$ cat src/rtl/ttl_sync_counter.sv
// Parametrised synchronous up/down counter in the 74xx163/191 style.
// Parallel load, cascade enables, ripple-carry out and registered wrap flag.
module ttl_sync_counter #(
    parameter int WIDTH   = 4,
    parameter int MODULUS = 2 ** WIDTH
) (
    input  logic             CLK,
    input  logic             RST,
    input  logic             VCC,
    input  logic             GND,
    input  logic             LOAD_N,
    input  logic [WIDTH-1:0] D,
    input  logic             ENP,
    input  logic             ENT,
    input  logic             UP,
    output logic [WIDTH-1:0] Q,
    output logic             RCO,
    output logic             WRAP
);

    if (WIDTH < 1 || MODULUS < 2 ||
        64'(MODULUS) > (64'(1) << WIDTH)) begin : g_bad_param
        $error("ttl_sync_counter: illegal WIDTH/MODULUS");
    end

    localparam logic [WIDTH-1:0] TOP = WIDTH'(MODULUS - 1);
    localparam logic [WIDTH-1:0] ONE = WIDTH'(1);

    logic             powered;
    logic             tc;
    logic [WIDTH-1:0] q_nxt;
    logic             wrap_nxt;

    assign powered = VCC & ~GND;
    assign tc      = UP ? (Q == TOP) : (Q == '0);
    assign RCO     = powered & ENT & tc;

    // Out-of-range loaded values wrap on the next up step via the >= test.
    always_comb begin
        q_nxt    = Q;
        wrap_nxt = 1'b0;
        if (RST) begin
            q_nxt = '0;
        end else if (!LOAD_N) begin
            q_nxt = D;
        end else if (ENP && ENT) begin
            if (UP) begin
                if (Q >= TOP) begin
                    q_nxt    = '0;
                    wrap_nxt = 1'b1;
                end else begin
                    q_nxt = Q + ONE;
                end
            end else begin
                if (Q == '0) begin
                    q_nxt    = TOP;
                    wrap_nxt = 1'b1;
                end else begin
                    q_nxt = Q - ONE;
                end
            end
        end
    end

    // Unpowered edges are ignored entirely, reset included.
    always_ff @(posedge CLK) begin
        if (powered) begin
            Q    <= q_nxt;
            WRAP <= wrap_nxt;
        end
    end

endmodule

$ cat config.mk
export PLATFORM = sky130hd
export DESIGN_NAME = ttl_sync_counter
export DESIGN_NICKNAME = d
export VERILOG_FILES = /design/src/rtl/ttl_sync_counter.sv
export SDC_FILE = /design/constraint.sdc
export NUM_CORES = 1
export LEC_CHECK = 0
export ABC_CLOCK_PERIOD_IN_PS = 2660
export BUFFER_PORTS_ARGS = -buffer_cell sky130_fd_sc_hd__buf_2
export CAP_MARGIN = 25
export CORE_AREA = 10 10 47 49
export CTS_CLUSTER_DIAMETER = 200
export DETAILED_ROUTE_END_ITERATION = 12
export DIE_AREA = 0 0 57 59
export GPL_TIMING_DRIVEN = 1
export MAX_ROUTING_LAYER = met4
export PLACE_DENSITY_LB_ADDON = 0.05
export SKIP_CTS_REPAIR_TIMING = 1
export SLEW_MARGIN = 10
export SYNTH_ARGS = -nofsm -noshare
export SYNTH_HDL_FRONTEND = slang
export SYNTH_SLANG_ARGS = --single-unit
$ cat constraint.sdc
create_clock -name CLK -period 2.66 [get_ports CLK]
set_clock_uncertainty 0.1 [all_clocks]
set_input_delay 0.266 -clock CLK [delete_from_list [all_inputs] [get_ports CLK]]
set_output_delay 0.266 -clock CLK [all_outputs]
set_load 0.005 [all_outputs]
After elaboration in Yosys (flattened, before gate mapping). Cells that the tools add are included. Widths: inputs -> output; s select.

Add/subtract/negate cells: 2. Magnitude comparators: 1. Equality and inequality tests: 2. Muxes and demuxes: 9. Bitwise logic cells: 6. Reductions and logical operators: 4.

Operators with widths (number): $mux 4 (5); $add 4x1->4 const B (1); $eq 4x4->1 const B (1); $ge 4x4->1 const B (1); $logic_not 4->1 (1); $mux 1 (4); $sub 4x1->4 const B (1); $and 1x1->1 (3); $ne 3x2->1 const B (1); $not 1->1 (3); $reduce_or 3->1 (1); $reduce_and 2->1 (1); $logic_and 1x1->1 (1).

Register bits: 5. Input port bits: 12. Output and inout port bits: 6.

Longest topological paths before layout. Gate-level depths: netlist (run 1).

Depth in word-level cells: 5. Depth in mapped cells: 6. Gate-level depth less buffers: 6.

Least setup slack after synthesis (run 1). Ideal clock, no wire load.

Kind: flip-flop to flip-flop. Start: register Q[0]. End: register Q[3], data pin. Setup time: 0.259 ns. Arrival: 1.303 ns. Path slack: 0.998 ns. Cell stages (with the launch flop): 6. Buffers on the path: 0. Clock period less this slack: 1.662 ns. Path through: edfxtp_1 > inv_1 > ha_1 > or3_1 > a31oi_1 > o31ai_2.

Longest elaborated chain between the ends: 5. Elaborated cells on any way between the ends: 9.

Ends and longest elaborated chain: start: declaration (line 16) `output logic [WIDTH-1:0] Q,`; start signal: assignment (line 68) `Q <= q_nxt;`; $sub 4x1->4, or another cell as far along (line 59) `q_nxt = Q - ONE;`; $mux 4, on equally long branches (line 55, 48); $mux 4 (*) (line 47) `if (UP) begin`; $mux 4 (*) (line 46) `end else if (ENP && ENT) begin`; $mux 4 (*) (line 44) `end else if (!LOAD_N) begin`.

Mark *: on every way between the ends. The rest lies on a longest branch, timed or not. The select of a mux whose other input is x is not followed. A chain may end at the register's enable or synchronous reset.

Final worst setup path (run 1).
Start: register Q[0]. End: output RCO.

Longest elaborated chain between the ends: 3. Elaborated cells on any way between the ends: 4.

Ends and longest elaborated chain: $eq 4x4->1 / $logic_not 4->1 (equally long branches) (line 35) `assign tc = UP ? (Q == TOP) : (Q == '0);`; $mux 1 (*) (line 35); $and 1x1->1 (*) (line 36) `assign RCO = powered & ENT & tc;`; end: declaration (line 17) `output logic RCO,`.

Mark *: on every way between the ends. The rest lies on a longest branch, timed or not.

==> results of run 1 <==
-- power by group through the flow --
stage          combinational, mW  clock [mW]  sequential (mW)
3_3_place_gp              0.0435           0           0.0971
2_1_floorplan             0.0271           0           0.0968
3_5_place_dp              0.0424           0           0.0972
5_1_grt                   0.0467       0.101           0.0963
6_report                  0.0424      0.0928           0.0958
4_1_cts                   0.0427      0.0947           0.0958
-- cell type report --
type,count,area (um2),share of cell area
Inverter,3,11.3,0.0220
Timing Repair Buffer,17,85.1,0.166
Tap cell,16,20.0,0.0391
Clock buffer,4,26.3,0.0513
Multi-Input combinational cell,32,219,0.428
Sequential cell,5,150,0.293
-- registers in the layout, indices dropped and copies added, names as in the netlist --
name  flops
Q         4
WRAP      1
-- cell usage after synthesis --
cell type  instances  share of area
nor2_1             6          0.057
edfxtp_1           5           0.38
mux2i_1            4           0.10
inv_1              3          0.028
nand2_1            3          0.028
a21oi_1            2          0.025
ha_1               2          0.063
nand2b_1           2          0.032
nor2b_1            2          0.032
xnor2_1            2          0.044
a31oi_1            1          0.016
a41oi_1            1          0.022
buf_6              1          0.028
clkbuf_1           1         0.0095
nand3_1            1          0.013
nor3_1             1          0.013
nor4b_1            1          0.022
o21ai_0            1          0.013
o311a_1            1          0.025
o31ai_2            1          0.032
or3_1              1          0.016
-- final timing paths --
| kind | to | slack, ps | cells after the start |
|---|---|---|---|
| setup / recovery | RCO | 690 | 6 |
| hold / removal | Q[3] | 210 | 3 |
| setup reg to reg | Q[3] | 930 | 5 |
| hold reg to reg | Q[0] | 750 | 3 |
-- metrics by stage --
stage | power, mW | hold slack [ps]
finish | 0.231 | 207
CTS | 0.233 | 206
global route | 0.244 | 206
global placement | 0.141 | 463
detailed placement | 0.140 | 466
floorplan | 0.124 | 351
-- metal layers --
metal	routed length, um	GRT usage
met4	25	0.0403
met5	0	-
met2	395	0.0837
met3	71	0.0258
met1	507	0.0804
-- logic make-up (layout without fill, tap and decap cells) --
kind of cell,Yosys count,in the layout,synth area share
xor+xnor,2,2,0.0443
buf+inv,5,24,0.0664
fa+ha+maj,2,2,0.0633
mux,4,4,0.101
flops,5,5,0.380
compound gates,7,7,0.133
simple gates,17,17,0.212
-- worst max-delay path: cells and delay by family, from the launching register on --
kind / cells / cell delay, ps
AOI/OAI and AO/OA: 1 / 110
adders and majority gates: 1 / 190
and+or+nand+nor: 2 / 370
DFF: 1 / 440
buffers and inverters: 2 / 250
==> metrics.txt, run 1 <==
synthesized netlist cell count 42; cts bufs inserted 3; clk sinks 5; Min-Delay Startpoint D[3]; core area 1400 um2; pin count of the biggest net entering global routing 8; CP endpoint kind primary output; Max Cap Violations 0; Total Neg Setup Slack 0 ps; root buffer cell clkbuf_4; Pre-Repair DR Iteration Count 4; I/O Buffers 17; Worst EP arrival 1600 ps; Cell Area, Placed 485 um2; pre-CTS WS 934 ps; Final Instance Area 512 um2; filler instances 161; Total Routing Usage GR 0.0647; Req. time, crit path 2290 ps; mean post-synth cell area 9.41 um2; Die W 57 um; Critical Path Start Q[0]; Worst setup SP type flip-flop; total gr overflow 0; Clock Latency Late Sink 250 ps; Peak VDD IR 0.200 mV; Net Count, Synth 56; Ys Warns 0; setup ws final 690 ps; NetSw 0.0609 mW; initial antenna violation count 0; run status complete, no violations; Clock power frac 0.402; DRC Markers 0; worst reg2reg path startpoint Q[0]; max incr delay on CP 440 ps; vias in the first global route 364; Final Util 0.365; Routed WL 999 um; sequential fraction of design power 0.415; post-route ant nets 0; DR WL/cell 13.0 um; #FFs+latches synth 5; critical path type reg2out; post-synthesis cell type count 21; Sw Share 0.264; Initial Utilization 0.282; Via density 4.74; max_slew headroom 0.742; detailed-route via count 365; first-pass GRT wire length 1660 um; Mapped Area 395 um2; placed cells 73; RSZ-0062 raised after global routing no; H-tree depth 1; Max Buffers Root-to-Sink 2; most common cell after layout, fill and taps aside buf_2; Final Cycle Share 0.741; Pins Over Slew Limit 0; FMAX 508 MHz; CTS tree built; type of the most critical hold path in2reg; Ports 18; Final Instance Count excl. Fillers 77; leakage dissipation 0.233 nW; Final nets 76; Critical Path Slowest Stage Cell edfxtp_1; Pint 0.170 mW; antenna cells 0; clock slew at reported path FFs 50 ps; Final setup viols 0; DR iter-0 viols 9; sequential area share after synthesis 0.380; combinational fraction of design power 0.184; Std-Cell Rows 14; Pwr Density 451 nW/um2; fraction of layout cells with a size suffix above 1 0.344; die area 3360 um2; crit path cell chain inv_1 > ha_1 > nor4b_1 > a41oi_1 > nor2_1 > buf_2; commonest non-fill, non-tap cells in the layout buf_2 (17), nor2_1 (6), edfxtp_1 (5), mux2i_1 (4); CP Max Fanout 5; Tightest Pin Transition 386 ps; Die H 59 um; Area Growth Syn to Fin 29.4%; Routability Congestion 0.657; Final Hold Fails 0; min Tclk post-route 1970 ps; post-DP HPWL 820 um
(Power assumes the default switching activity.)
==> inputs of run 2 (changes only) <==
- ABC_CLOCK_PERIOD_IN_PS: 2660 -> 1600
- clock period: 2.66 -> 1.6 ns (I/O delays scaled with it)
==> run 2 against run 1 <==
  * The run now ends with setup timing left
  * Design area increased by 18%
  * Flip-flop and latch count stayed put
  * Combinational power rose by 120%
  * Sequential share of layout area is 4.4 points lower
  * Setup slack worse by 750 ps
  * Critical path depth is the same
  * First-iteration DRC count down 67%
  * Utilization increased by 6.5 points
  * Non-clock buffer count rose by 4
  * Clock power grew 54%
  * Critical path type unchanged
  * Critical endpoint unchanged
  * Highest routed layer unchanged
==> metrics.txt, run 2 (synthesized netlist as in run 1, its figures left out) <==
fraction of layout cells with a size suffix above 1 0.508 (+0.163); Final Instance Count excl. Fillers 81 (+5.2%); Min-Delay Startpoint D[3]; run status finished with violations; leakage dissipation 0.255 nW (+9.7%); commonest non-fill, non-tap cells in the layout buf_2 (17), nor2_1 (6), edfxtp_1 (5); pin count of the biggest net entering global routing 8 (unchanged); placed cells 76 (+4.1%); Clock Latency Late Sink 230 ps (-20 ps); Pwr Density 655 nW/um2 (+45%); Max Cap Violations 0 (unchanged); total gr overflow 0 (unchanged); CP endpoint kind primary output; I/O Buffers 17 (unchanged); most common cell after layout, fill and taps aside buf_2; Worst setup SP type flip-flop; Final nets 80 (+5.3%); Routed WL 1100 um (+9.7%); clk sinks 5 (unchanged); flip-flop count of the largest register after layout 4 (unchanged); Final Util 0.430 (+0.0652); max_slew headroom 0.766 (+0.0239); type of the most critical hold path in2reg; core area 1400 um2 (unchanged); Final Instance Area 603 um2 (+18%); Worst EP arrival 1400 ps (-200 ps); DR iter-0 viols 3 (-6); Pins Over Slew Limit 0 (unchanged); Peak VDD IR 0.373 mV (+86%); Critical Path Start Q[0]; Tightest Pin Transition 351 ps (-35.8 ps); Total Routing Usage GR 0.0609 (-0.00379); die area 3360 um2 (unchanged); cts bufs inserted 3 (unchanged); vias in the first global route 394 (+8.2%); Std-Cell Rows 14 (unchanged); Ports 18 (unchanged); RSZ-0062 raised after global routing yes; Max Buffers Root-to-Sink 2 (unchanged); Req. time, crit path 1340 ps (-950 ps); Final setup viols 1 (+1); Pre-Repair DR Iteration Count 4 (unchanged); initial antenna violation count 0 (unchanged); Top Registers Q: 4 flops, WRAP: 1 flops; post-route ant nets 0 (unchanged); register with the highest flop count Q; Cell Area, Placed 510 um2 (+5.2%); Area Growth Syn to Fin 52.5%; CTS tree built; antenna cells 0 (unchanged); DRC Markers 0 (unchanged); critical path type reg2out; Die W 57 um (unchanged); clock slew at reported path FFs 40 ps (about the same); setup ws final -55.3 ps (-745 ps); post-DP HPWL 830 um (+1.2%); failing checks setup timing; Total Neg Setup Slack -55.3 ps (-55.3 ps); Initial Utilization 0.282 (unchanged); worst reg2reg path startpoint Q[0]; FMAX 604 MHz; Via density 4.83 (+1.8%); min Tclk post-route 1660 ps; Final Cycle Share 1.03; first-pass GRT wire length 1600 um (-3.7%); detailed-route via count 391 (+7.1%); Final Hold Fails 0 (unchanged); H-tree depth 1 (unchanged); CP Max Fanout 3 (-2); Routability Congestion 0.675 (+2.8%); DR WL/cell 13.5 um (+4.3%); root buffer cell clkbuf_4; Die H 59 um (unchanged)
## run 2: final cells by class
type | count | area, um2
inverters | 3 | 11.3
well taps | 16 | 20.0
flip-flops and latches | 5 | 150
clock buffers | 4 | 26.3
multi-input cells | 32 | 277
fillers | 148 | 798
repair buffers | 21 | 119
## run 2: layer usage
metal  vias up  share of wire  GRT usage
met5         -              0          -
met4         0          0.020     0.0403
met3         2          0.044     0.0172
met2        17           0.46     0.0884
met1       176           0.47     0.0713
li1        196              -          -
## run 2: worst paths after layout
path         slack (ps)  cells after the start  endpoint
max                 -60                      6       RCO
min reg2reg         810                      4      Q[0]
max reg2reg           0                      5      Q[3]
min                 110                      3      Q[3]
## run 2: through the flow
step | setup WS, ps | hold slack (ps) | power, mW
final | -55.3 | 109 | 0.395
after global routing | -190 | 117 | 0.424
after detailed placement | -3.42 | 355 | 0.237
after CTS | -172 | 108 | 0.383
after floorplan | 11.1 | 245 | 0.207
after global placement | -11.6 | 353 | 0.239
## run 2: critical path, cell delays in order (launching register included)
cell	delay, ps
edfxtp_1	420
inv_2	110
ha_4	140
nor4b_4	190
a41oi_2	70
nor2_1	110
buf_2	120
## run 2: power breakdown
group,internal (mW),switching [mW],leakage [nW],total (mW)
registers,0.153,0.00710,0.0482,0.160
clock network,0.0941,0.0488,0.0150,0.143
logic,0.0484,0.0444,0.192,0.0928
==> inputs of run 3 (changes only) <==
- HOLD_SLACK_MARGIN: default -> 0.08
- PLACE_DENSITY: default -> 0.56
- PLACE_DENSITY_LB_ADDON: 0.05 -> default
==> run 3 against run 2 <==
  * The run still ends with setup timing left
  * Largest power group unchanged
  * Critical endpoint unchanged
  * Critical path depth is 1 lower
  * Non-clock buffer count is 1 higher
  * Via count is 0.51% higher
==> metrics.txt, run 3 (synthesized netlist as in run 1, its figures left out) <==
run status finished with violations; failing checks setup timing; Max Buffers Root-to-Sink 2 (unchanged); crit path cell chain buf_4 > ha_4 > a41oi_2 > nor2_1 > buf_2; DR WL/cell 13.1 um (-3.2%); Tightest Pin Transition 409 ps (+58.0 ps); Clock Latency Late Sink 250 ps (+20 ps); H-tree depth 1 (unchanged); placed cells 76 (unchanged); core area 1400 um2 (unchanged); Pre-Repair DR Iteration Count 2 (-2); CTS tree built; Std-Cell Rows 14 (unchanged); first-pass GRT wire length 1680 um (+4.8%); commonest non-fill, non-tap cells in the layout buf_2 (17), nor2_1 (6), edfxtp_1 (5), buf_4 (5), mux2i_1 (4); I/O Buffers 17 (unchanged); Routability Congestion 0.823 (+22%); most common cell after layout, fill and taps aside buf_2; filler instances 151 (+2.0%); Top Registers Q: 4 flops, WRAP: 1 flops; detailed-route via count 393 (+0.51%); Req. time, crit path 1340 ps (about the same); Final Power 0.407 mW (+3.0%); setup ws final -43.0 ps (+12.4 ps); pre-CTS WS -50.5 ps (-47.1 ps); CP endpoint kind primary output; Die W 57 um (unchanged); Final Instance Count excl. Fillers 82 (+1.2%); Initial Utilization 0.282 (unchanged); footprint of the multi-input gates 277 um2 (unchanged); Worst setup SP type flip-flop; min Tclk post-route 1640 ps (-12.4 ps); Peak VDD IR 0.413 mV (+11%); Critical Path Slowest Stage Cell edfxtp_1; antenna cells 0 (unchanged); Total Neg Setup Slack -43.0 ps (+12.4 ps); Die H 59 um (unchanged); total gr overflow 0 (unchanged); critical path type reg2out; Crit path max-delay family flip-flops; Total Routing Usage GR 0.0668 (+0.00590); post-route ant nets 0 (unchanged); Worst EP arrival 1380 ps (-20 ps); FMAX 609 MHz (+0.75%); vias in the first global route 401 (+1.8%); Area Growth Syn to Fin 53.5%; Max Cap Violations 0 (unchanged); register area 150 um2 (unchanged); root buffer cell clkbuf_4; leakage dissipation 0.261 nW (+2.3%); Final setup viols 1 (unchanged); flip-flop count of the largest register after layout 4 (unchanged); Buf/Inv on CP 2 (unchanged); fraction of layout cells with a size suffix above 1 0.515 (+0.00746); max incr delay on CP 410 ps (about the same); Ports 18 (unchanged); Final Hold Fails 0 (unchanged); type of the most critical hold path in2reg; clk sinks 5 (unchanged); RSZ-0062 raised after global routing yes; Final nets 81 (+1.3%); DRC Markers 0 (unchanged); Pins Over Slew Limit 0 (unchanged); die area 3360 um2 (unchanged); clock slew at reported path FFs 50 ps (about the same); Routed WL 1070 um (-2.0%); pin count of the biggest net entering global routing 8 (unchanged); final hold slack 105 ps (-4.26 ps); register with the highest flop count Q; Via density 4.79 (-0.71%); max_slew headroom 0.727 (-0.0388); cts bufs inserted 3 (unchanged); Pwr Density 671 nW/um2 (+2.4%); DR iter-0 viols 7 (+4); initial antenna violation count 0 (unchanged); CP Max Fanout 3 (unchanged); Final Cycle Share 1.03 (-0.00772); post-DP HPWL 802 um (-3.3%)
## run 3: cell count changes in the layout (fill, tap and decap cells not counted)
cell,change
buf_6,-1
mux2i_1,+1
a21oi_2,+1
a21oi_1,-1
buf_4,+2
mux2i_2,-1
## run 3: worst reg2reg max path, cell delays in order, from the launching register on
cell      delay (ps)
edfxtp_1         410
buf_4            170
ha_4             160
mux2i_1          160
xnor2_1          100
mux2i_1          170
nor2_1            60
## run 3: worst paths after layout
check | endpoint | slack, ps | cells past startpoint | start
worst max register to register | Q[2] | 10 | 6 | Q[1]
worst min register to register | Q[0] | 800 | 4 | Q[0]
worst max-delay path | RCO | -40 | 5 | Q[1]
worst min-delay path | Q[3] | 110 | 3 | D[3]
## run 3: area by class of cell
| class | count | share of cell area |
|---|---|---|
| multi-input cells | 32 | 0.456 |
| flip-flops and latches | 5 | 0.247 |
| repair buffers | 22 | 0.202 |
| clock buffers | 4 | 0.0433 |
| well taps | 16 | 0.0330 |
| inverters | 3 | 0.0186 |
## run 3: per-layer routing
metal / part of all wire / track usage
met4: 0.030 / 0.0738
met3: 0.022 / 0.0129
met5: 0 / -
met1: 0.42 / 0.0645
met2: 0.53 / 0.105
## run 3: where the power goes
group | total, mW | internal (mW) | switching [mW] | leakage (nW)
combinational | 0.0905 | 0.0475 | 0.0430 | 0.198
sequential | 0.160 | 0.152 | 0.00742 | 0.0482
clock | 0.157 | 0.0949 | 0.0621 | 0.0150
## run 3: stage by stage
step                utilization  area (um2)
floorplan                     -         398
global placement          0.364         510
detailed placement        0.364         510
CTS                       0.383         537
global route              0.433         607
finish                    0.433         607
